### config.mk
export PLATFORM = sky130hd
export DESIGN_NAME = dmem_ctrl
export DESIGN_NICKNAME = d
export VERILOG_FILES = /design/src/rtl/dmem_ctrl_pkg.sv /design/src/rtl/dmem_ctrl_lane_fmt.sv /design/src/rtl/dmem_ctrl.sv
export SDC_FILE = /design/constraint.sdc
export NUM_CORES = 1
export LEC_CHECK = 0
export ABC_CLOCK_PERIOD_IN_PS = 2200
export CAP_MARGIN = 20
export CORE_ASPECT_RATIO = 1.2
export CORE_MARGIN = 8
export CORE_UTILIZATION = 43
export DETAILED_ROUTE_END_ITERATION = 8
export PLACE_DENSITY = 0.89
export SYNTH_ARGS = -nofsm -noshare
export SYNTH_HDL_FRONTEND = slang
export SYNTH_SLANG_ARGS = --single-unit
### constraint.sdc
create_clock -name clock -period 2.2 [get_ports clock]
set_input_delay 0.33 -clock clock [delete_from_list [all_inputs] [get_ports clock]]
set_output_delay 0.33 -clock clock [all_outputs]
set_load 0.03 [all_outputs]
### src/rtl/dmem_ctrl_pkg.sv
// dmem_ctrl_pkg: shared encodings, default timeout and alignment helper for the data-memory controller
package dmem_ctrl_pkg;

    localparam logic [1:0] SZ_BYTE = 2'b00;
    localparam logic [1:0] SZ_HALF = 2'b01;
    localparam logic [1:0] SZ_WORD = 2'b10;

    localparam int TIMEOUT_DEF = 15;

    typedef enum logic [1:0] {
        ST_IDLE,
        ST_BUSY,
        ST_DONE
    } state_t;

    // Reserved size 2'b11 behaves as a word, so any size with bit 1 set needs word alignment
    function automatic logic is_misaligned(input logic [1:0] sz, input logic [1:0] off);
        return sz[1] ? (off != 2'b00) : (sz[0] & off[0]);
    endfunction

endpackage

### src/rtl/dmem_ctrl_lane_fmt.sv
// dmem_ctrl_lane_fmt: store lane replication/byte enables and load lane extraction with sign/zero extension
module dmem_ctrl_lane_fmt
    import dmem_ctrl_pkg::*;
(
    input  logic [1:0]  size,
    input  logic [1:0]  off,
    input  logic        sign_ext,
    input  logic [31:0] wdata,
    input  logic [31:0] mem_rdata,
    output logic [31:0] st_wdata,
    output logic [3:0]  st_be,
    output logic [31:0] ld_data
);

    logic [7:0]  byte_v;
    logic [15:0] half_v;

    always_comb begin
        byte_v   = mem_rdata[{off, 3'b000} +: 8];
        half_v   = off[1] ? mem_rdata[31:16] : mem_rdata[15:0];
        st_wdata = size == SZ_BYTE ? {4{wdata[7:0]}} : size == SZ_HALF ? {2{wdata[15:0]}} : wdata;
        st_be    = size == SZ_BYTE ? 4'b0001 << off
                 : size == SZ_HALF ? (off[1] ? 4'b1100 : 4'b0011) : 4'b1111;
        ld_data  = size == SZ_BYTE ? {{24{sign_ext & byte_v[7]}}, byte_v}
                 : size == SZ_HALF ? {{16{sign_ext & half_v[15]}}, half_v} : mem_rdata;
    end

endmodule

### src/rtl/dmem_ctrl.sv
// dmem_ctrl: multi-cycle load/store controller between the ALU and a variable-latency word-wide SRAM
module dmem_ctrl
    import dmem_ctrl_pkg::*;
#(
    parameter int ADDR_W  = 8,
    parameter int TIMEOUT = TIMEOUT_DEF
) (
    input  logic              clock,
    input  logic              reset,
    input  logic              req_read,
    input  logic              req_write,
    input  logic [31:0]       addr,
    input  logic [31:0]       wdata,
    input  logic [1:0]        size,
    input  logic              sign_ext,
    output logic [31:0]       rdata,
    output logic              stall,
    output logic              misaligned,
    output logic              bus_error,
    output logic              mem_req,
    output logic              mem_we,
    output logic [ADDR_W-1:0] mem_addr,
    output logic [3:0]        mem_be,
    output logic [31:0]       mem_wdata,
    input  logic [31:0]       mem_rdata,
    input  logic              mem_ready
);

    state_t      state, state_n;
    logic [7:0]  cnt;
    logic        we_q, sext_q;
    logic [1:0]  off_q, size_q;
    logic        req, mis, go, busy, tmo;
    logic [1:0]  f_size, f_off;
    logic        f_sext;
    logic [31:0] st_wdata, ld_data;
    logic [3:0]  st_be;
    logic        unused_hi;

    assign req       = req_read | req_write;
    assign mis       = is_misaligned(size, addr[1:0]);
    assign busy      = state == ST_BUSY;
    assign go        = state == ST_IDLE && req && !mis;
    assign tmo       = busy && !mem_ready && cnt == 8'(TIMEOUT - 1);
    assign unused_hi = ^addr[31:ADDR_W+2];

    // One formatter serves both directions: live request in IDLE, latched lane while BUSY
    assign f_size = state == ST_IDLE ? size : size_q;
    assign f_off  = state == ST_IDLE ? addr[1:0] : off_q;
    assign f_sext = state == ST_IDLE ? sign_ext : sext_q;

    dmem_ctrl_lane_fmt u_fmt (
        .size      (f_size),
        .off       (f_off),
        .sign_ext  (f_sext),
        .wdata     (wdata),
        .mem_rdata (mem_rdata),
        .st_wdata  (st_wdata),
        .st_be     (st_be),
        .ld_data   (ld_data)
    );

    always_ff @(posedge clock) begin
        if (reset)
            state <= ST_IDLE;
        else
            state <= state_n;
    end

    always_comb begin
        state_n    = state == ST_IDLE ? (go ? ST_BUSY : ST_IDLE)
                   : busy ? ((mem_ready || tmo) ? ST_DONE : ST_BUSY) : ST_IDLE;
        stall      = go | busy;
        misaligned = state == ST_IDLE && req && mis;
        mem_req    = busy;
        mem_we     = busy & we_q;
    end

    always_ff @(posedge clock) begin
        if (reset) begin
            cnt       <= '0;
            we_q      <= 1'b0;
            sext_q    <= 1'b0;
            off_q     <= '0;
            size_q    <= '0;
            mem_addr  <= '0;
            mem_be    <= '0;
            mem_wdata <= '0;
            rdata     <= '0;
            bus_error <= 1'b0;
        end else begin
            bus_error <= tmo;
            cnt       <= go ? 8'd0 : busy ? cnt + 8'd1 : cnt;
            if (go) begin
                we_q      <= req_write;
                sext_q    <= sign_ext;
                off_q     <= addr[1:0];
                size_q    <= size;
                mem_addr  <= addr[ADDR_W+1:2];
                mem_be    <= req_write ? st_be : 4'b1111;
                mem_wdata <= st_wdata;
            end
            // Stores leave rdata alone unless they time out
            if (busy && ((mem_ready && !we_q) || tmo))
                rdata <= tmo ? '0 : ld_data;
        end
    end

endmodule
* After elaboration in Yosys (flattened, before gate mapping)
Cells that the tools add are included.
Word-level totals: bits in read-only memories 0, RAM bits 0, output and inout bits 81, flip-flop bits (word level) 93, memories 0, input port bits 104, latch bits 0, word-level logic and storage cells 57
Operators by class: bitwise logic cells 6, multipliers 0, multiplexer cells 18, reduce and logical (&&, ||, !) cells 16, add/subtract/negate cells 1, order comparisons 0, equal/unequal tests 3, shift operators 2, divide/modulo/power cells 0
Operators with widths (number):
- 32-bit 2-to-1 mux | 5
- 32-bit by 6-bit variable part select with 8-bit output | 1
- 16-bit 2-to-1 mux | 1
- 4-bit 2-to-1 mux | 4
- 2-bit 2-to-1 mux | 5
- 8-bit by 1-bit adder with 8-bit output (second input constant) | 1
- 8-bit by 4-bit equality test with 1-bit output (second input constant) | 1
- 1-bit logical AND | 7
- 1-bit bitwise AND | 4
- 2-bit by 1-bit equality test with 1-bit output (second input constant) | 2
- 2-bit zero test | 2
- 1-bit by 2-bit left shift with 4-bit output (first input constant) | 1
- 1-bit zero test | 3
- 1-bit 2-to-1 mux | 3
- 1-bit logical OR | 2
- 1-bit OR | 2
- 2-bit nonzero test | 1
- 2-bit OR reduction | 1

* Depth between registers and ports, before layout
depth after elaboration 7, depth in mapped cells 9

* Modules after synthesis
From an unflattened synthesis, not the netlist that was laid out.
Second synthesis, totals: cell total of the unflattened synthesis 613, area total of the unflattened synthesis 4989.8 um^2
By module, submodules not included:
- dmem_ctrl | area an instance 3681.0 um^2, instances 1, cells an instance 422
- dmem_ctrl_lane_fmt | area an instance 1308.8 um^2, instances 1, cells an instance 191

* Worst setup path after synthesis
Ideal clock, no wire load.
kind register -> output, start point register state[0], end point output port stall, buffers on the path 3, arrival 1.499 ns, slack 0.371 ns, stages on the path, launching flop included 8, path through dfxtp_1 > nor2_4 > buf_6 > o21ai_1 > nand2b_1 > clkbuf_1 > buf_2 > nand2_1
On the way: word-level cells in the longest chain between the ends 4, elaborated cells between the ends (all ways) 5, those cells by class 1 x eq/ne; 1 x bitwise; 3 x reduce/logical
RTL lines:
- start, declared | line dmem_ctrl.sv:29 | state_t state, state_n;
- start signal, assigned | line dmem_ctrl.sv:67 | state <= state_n;
- 2-bit zero test | line dmem_ctrl.sv:43 | assign go = state == ST_IDLE && req && !mis;
- 1-bit logical AND (2 in series) | line dmem_ctrl.sv:43
- 1-bit OR (*) | line dmem_ctrl.sv:73 | stall = go | busy;
- end, declared | line dmem_ctrl.sv:17 | output logic stall,
Mark *: on every way between the ends. The rest lies on a longest branch, timed or not.

* Worst setup path in the final report
start point input port size[0], end point output port misaligned
On the way: word-level cells in the longest chain between the ends 3
RTL lines:
- start, declared | line dmem_ctrl.sv:14 | input logic [1:0] size,
- 1-bit bitwise AND | line dmem_ctrl_pkg.sv:18 | return sz[1] ? (off != 2'b00) : (sz[0] & off[0]);
- 1-bit 2-to-1 mux | line dmem_ctrl_pkg.sv:18
- 1-bit logical AND | line dmem_ctrl.sv:74 | misaligned = state == ST_IDLE && req && mis;
- end, declared | line dmem_ctrl.sv:18 | output logic misaligned,
Every way passes these cells.

==> metrics.txt <==
status finished clean; internal reg-to-reg setup slack 0.14 ns; Congestion Overflow GR 0; Critical Path Start size[0]; die footprint 14000 µm²; Vias per Instance 5.71; post-synthesis async set-or-reset flop share 0%; count of warnings emitted by yosys 0; total nets after synthesis 630; Clock Sink Count 93; Initial DRT Pass Iterations 5; ys flop type dfxtp_1; peak fanout along the critical path 5; Total Routing Usage GR 21.3%; number of global-route vias before repair 4724; latest clock arrival within the worst-skew pair 0.34 ns; Initial Utilization 43.5%; Detailed Place HPWL 11600 µm; net count reported at finish 804; number of hold-slack violations in the final timing report 0; Final setup violation count 0; CTS buffer count 9; post-synthesis simple-gate area fraction 19.2%; Area growth syn-to-layout 52.7%; count of cell types in the netlist 56; DRC Markers 0; met2 routed WL 7880 µm; Arr. time, crit path 1.80 ns; multi-input combinational cell area 2430 µm²; Final Power 5.40 mW; Mapped Area 4500 µm²; Placeable Area 10400 µm²; worst voltage drop across the vdd grid 407 µV; Detail Route Antenna Nets 0; largest net degree at the start of global routing 39; Synth Area per Inst 8.59 µm²; CTS HTree Levels 3; minimum clock period after layout 2.13 ns; most common library cell in the layout ignoring fill and taps clkdlybuf4s50_1; worst r2r path cells 8; Yosys reg bits 93; reg2reg start state[1]$_SDFF_PP0_; TritonCTS clock tree done; topmost layer with routed signal wires met4; most used cells in the layout excluding fill and tap cells 157 x clkdlybuf4s50_1, 110 x nand2_1, 91 x dfxtp_1, 48 x nor2_1, 38 x buf_4; final slew viol count 0; total length of routed wires 15600 µm; worst slack after detailed placement -0.153 ns; Final Skew 0.00852 ns; maximum capacitance violations 0; portion of the post-synthesis area used by sequential elements 41.3%; PD cells 785 nW/µm²; adder-cell area share of the yosys netlist 0.556%; vias 4747; kind of path behind the tightest hold check in2reg; main combinational cell family by area after synthesis compound AO/OA/AOI/OAI gates; kind of start point of the critical path primary input; unrepaired setup endpoints after global routing no; global placement routability congestion 0.898; endpoint required time on the critical path 1.87 ns; number of enable-type register cells in the synthesized netlist 0; post-route met1 wirelength 5840 µm; most repeated library cell on the critical path buf_4; Sequential cell area 1860 µm²; first-pass GRT wire length 23700 µm; leakage power 2.68 nW; FILL cells 776; drt initial violations 302; crit share post-route 96.6%; number of buffers on the longest clock path 2; relative slew slack 50.8%; number of rows created at floorplan 41; critical path endpoint category output pin; Worst Setup Path Type in2out; critical path cell sequence clkdlybuf4s50_1 > buf_4 > a21oi_1 > o21bai_2 > buf_4 > nor2_1 > buf_12; Worst setup endpoint misaligned; worst-case setup margin in the final layout 0.0750 ns; number of antenna violations at the first check in global routing 0; clock root buffer clkbuf_16; Worst R2R End rdata[12]$_SDFFE_PP0P_; CTS clock-pin slew for the worst setup and hold paths 0.06 ns; routed length on met3 1320 µm; maximum operating frequency 471 MHz; I/O Pins 185; post-synthesis compound-gate area fraction 27.2%; Gate Count Post-Synth 524; ratio of cells with drive above 1 in the final layout 14.8%; Die W 109 µm; CP max stage cell clkdlybuf4s50_1; Antenna Diode Count 0; area share of xor/xnor cells in the synthesized design 1.36%; DIE HEIGHT 128 µm; multiplexer share of the synthesized area 5.14%; Avg WL per Cell 18.7 µm; transition time at the pin with the least slew margin 0.737 ns; total of buffers placed on input and output ports 162; largest incremental delay on the critical path 0.52 ns
[timing repair]
item | CTS | global route
hold buffers | 0 | 0
gates cloned | 0 | 0
pin swaps | 1 | 1
setup buffers | 0 | 2
endpoints found under the setup margin | 2 | 2
resized for setup | 2 | 4
[layer usage]
metal	track usage (%)	up-vias
li1	-	2239
met1	24.0	2237
met2	35.6	223
met3	4.68	48
met4	12.4	0
met5	0	-
[registers in the layout, indices dropped and copies added (netlist names)]
register,flops
state,2
mem_addr,8
off_q,2
mem_be,4
size_q,2
we_q,1
mem_wdata,32
bus_error,1
rdata,32
cnt,8
sext_q,1
[metrics by stage]
step | area, µm² | utilization (%) | std cells | TNS, ns | hold WS, ns
6_report | 6870 | 66.3 | 832 | 0 | 0.214
5_1_grt | 6870 | 66.3 | 832 | 0 | 0.227
4_1_cts | 6840 | 66.0 | 830 | 0 | 0.205
3_5_place_dp | 6440 | 62.2 | 814 | -1.81 | 0.448
3_3_place_gp | 6440 | 62.2 | 814 | -0.745 | 0.434
2_1_floorplan | 4500 | - | 524 | 0 | 0.409
[layout make-up]
| cell class | instances | share of cell area, % |
|---|---|---|
| clock buffers | 10 | 3.48 |
| clock inverters | 6 | 2.29 |
| inverters | 5 | 0.273 |
| multi-input cells | 385 | 35.3 |
| flip-flops and latches | 93 | 27.1 |
| well taps | 129 | 2.35 |
| repair buffers | 204 | 29.2 |
[critical path: cells and delay by family]
family | cells | cell delay (ns)
buffers and inverters | 4 | 0.99
AOI/OAI and AO/OA | 2 | 0.28
and+or+nand+nor | 1 | 0.19
[worst min-delay path by stage]
stage                                    from  depth (start not counted)                   endpoint
global placement        rdata[5]$_SDFFE_PP0P_                          2      rdata[5]$_SDFFE_PP0P_
global route                            reset                          2        state[0]$_SDFF_PP0_
detailed placement  mem_wdata[6]$_SDFFE_PP0P_                          2  mem_wdata[6]$_SDFFE_PP0P_
finish                                  reset                          2        state[0]$_SDFF_PP0_
CTS                                     reset                          2        state[0]$_SDFF_PP0_
floorplan                           mem_ready                          1       bus_error$_SDFF_PP0_
[Yosys cell counts, drive strengths merged (2+ instances only)]
cell type	n	area, µm²
nor2b	2	12.5
a22oi	8	60.1
nor2	51	209
a311oi	24	210
a22o	7	61.3
mux2	2	22.5
o2111ai	2	17.5
and2	2	12.5
a211oi	4	40.0
buf	21	140
a21oi	28	144
inv	5	18.8
clkbuf	20	75.1
dfxtp	93	1860
nor4	3	18.8
nand3	13	65.1
and3	2	12.5
o21a	3	22.5
mux2i	18	209
o21ai	24	161
xor2	6	52.6
nor3	8	40.0
o31ai	32	314
ha	2	25.0
nand2	111	419
nand2b	3	18.8
a211o	16	140
[cell families (layout without fill, tap and decap cells)]
family | after synthesis | count (layout)
flops | 93 | 93
buf+inv | 46 | 225
fa+ha+maj | 2 | 2
xor+xnor | 7 | 7
compound gates | 155 | 155
mux | 20 | 20
simple gates | 201 | 201
[power by group]
part | switching (mW) | leakage [nW] | total, mW | internal [mW]
logic | 0.819 | 1.73 | 1.47 | 0.654
clock network | 0.669 | 0.189 | 2.04 | 1.37
registers | 0.0793 | 0.761 | 1.89 | 1.81
Note: power is estimated with default switching activity, not from simulation.
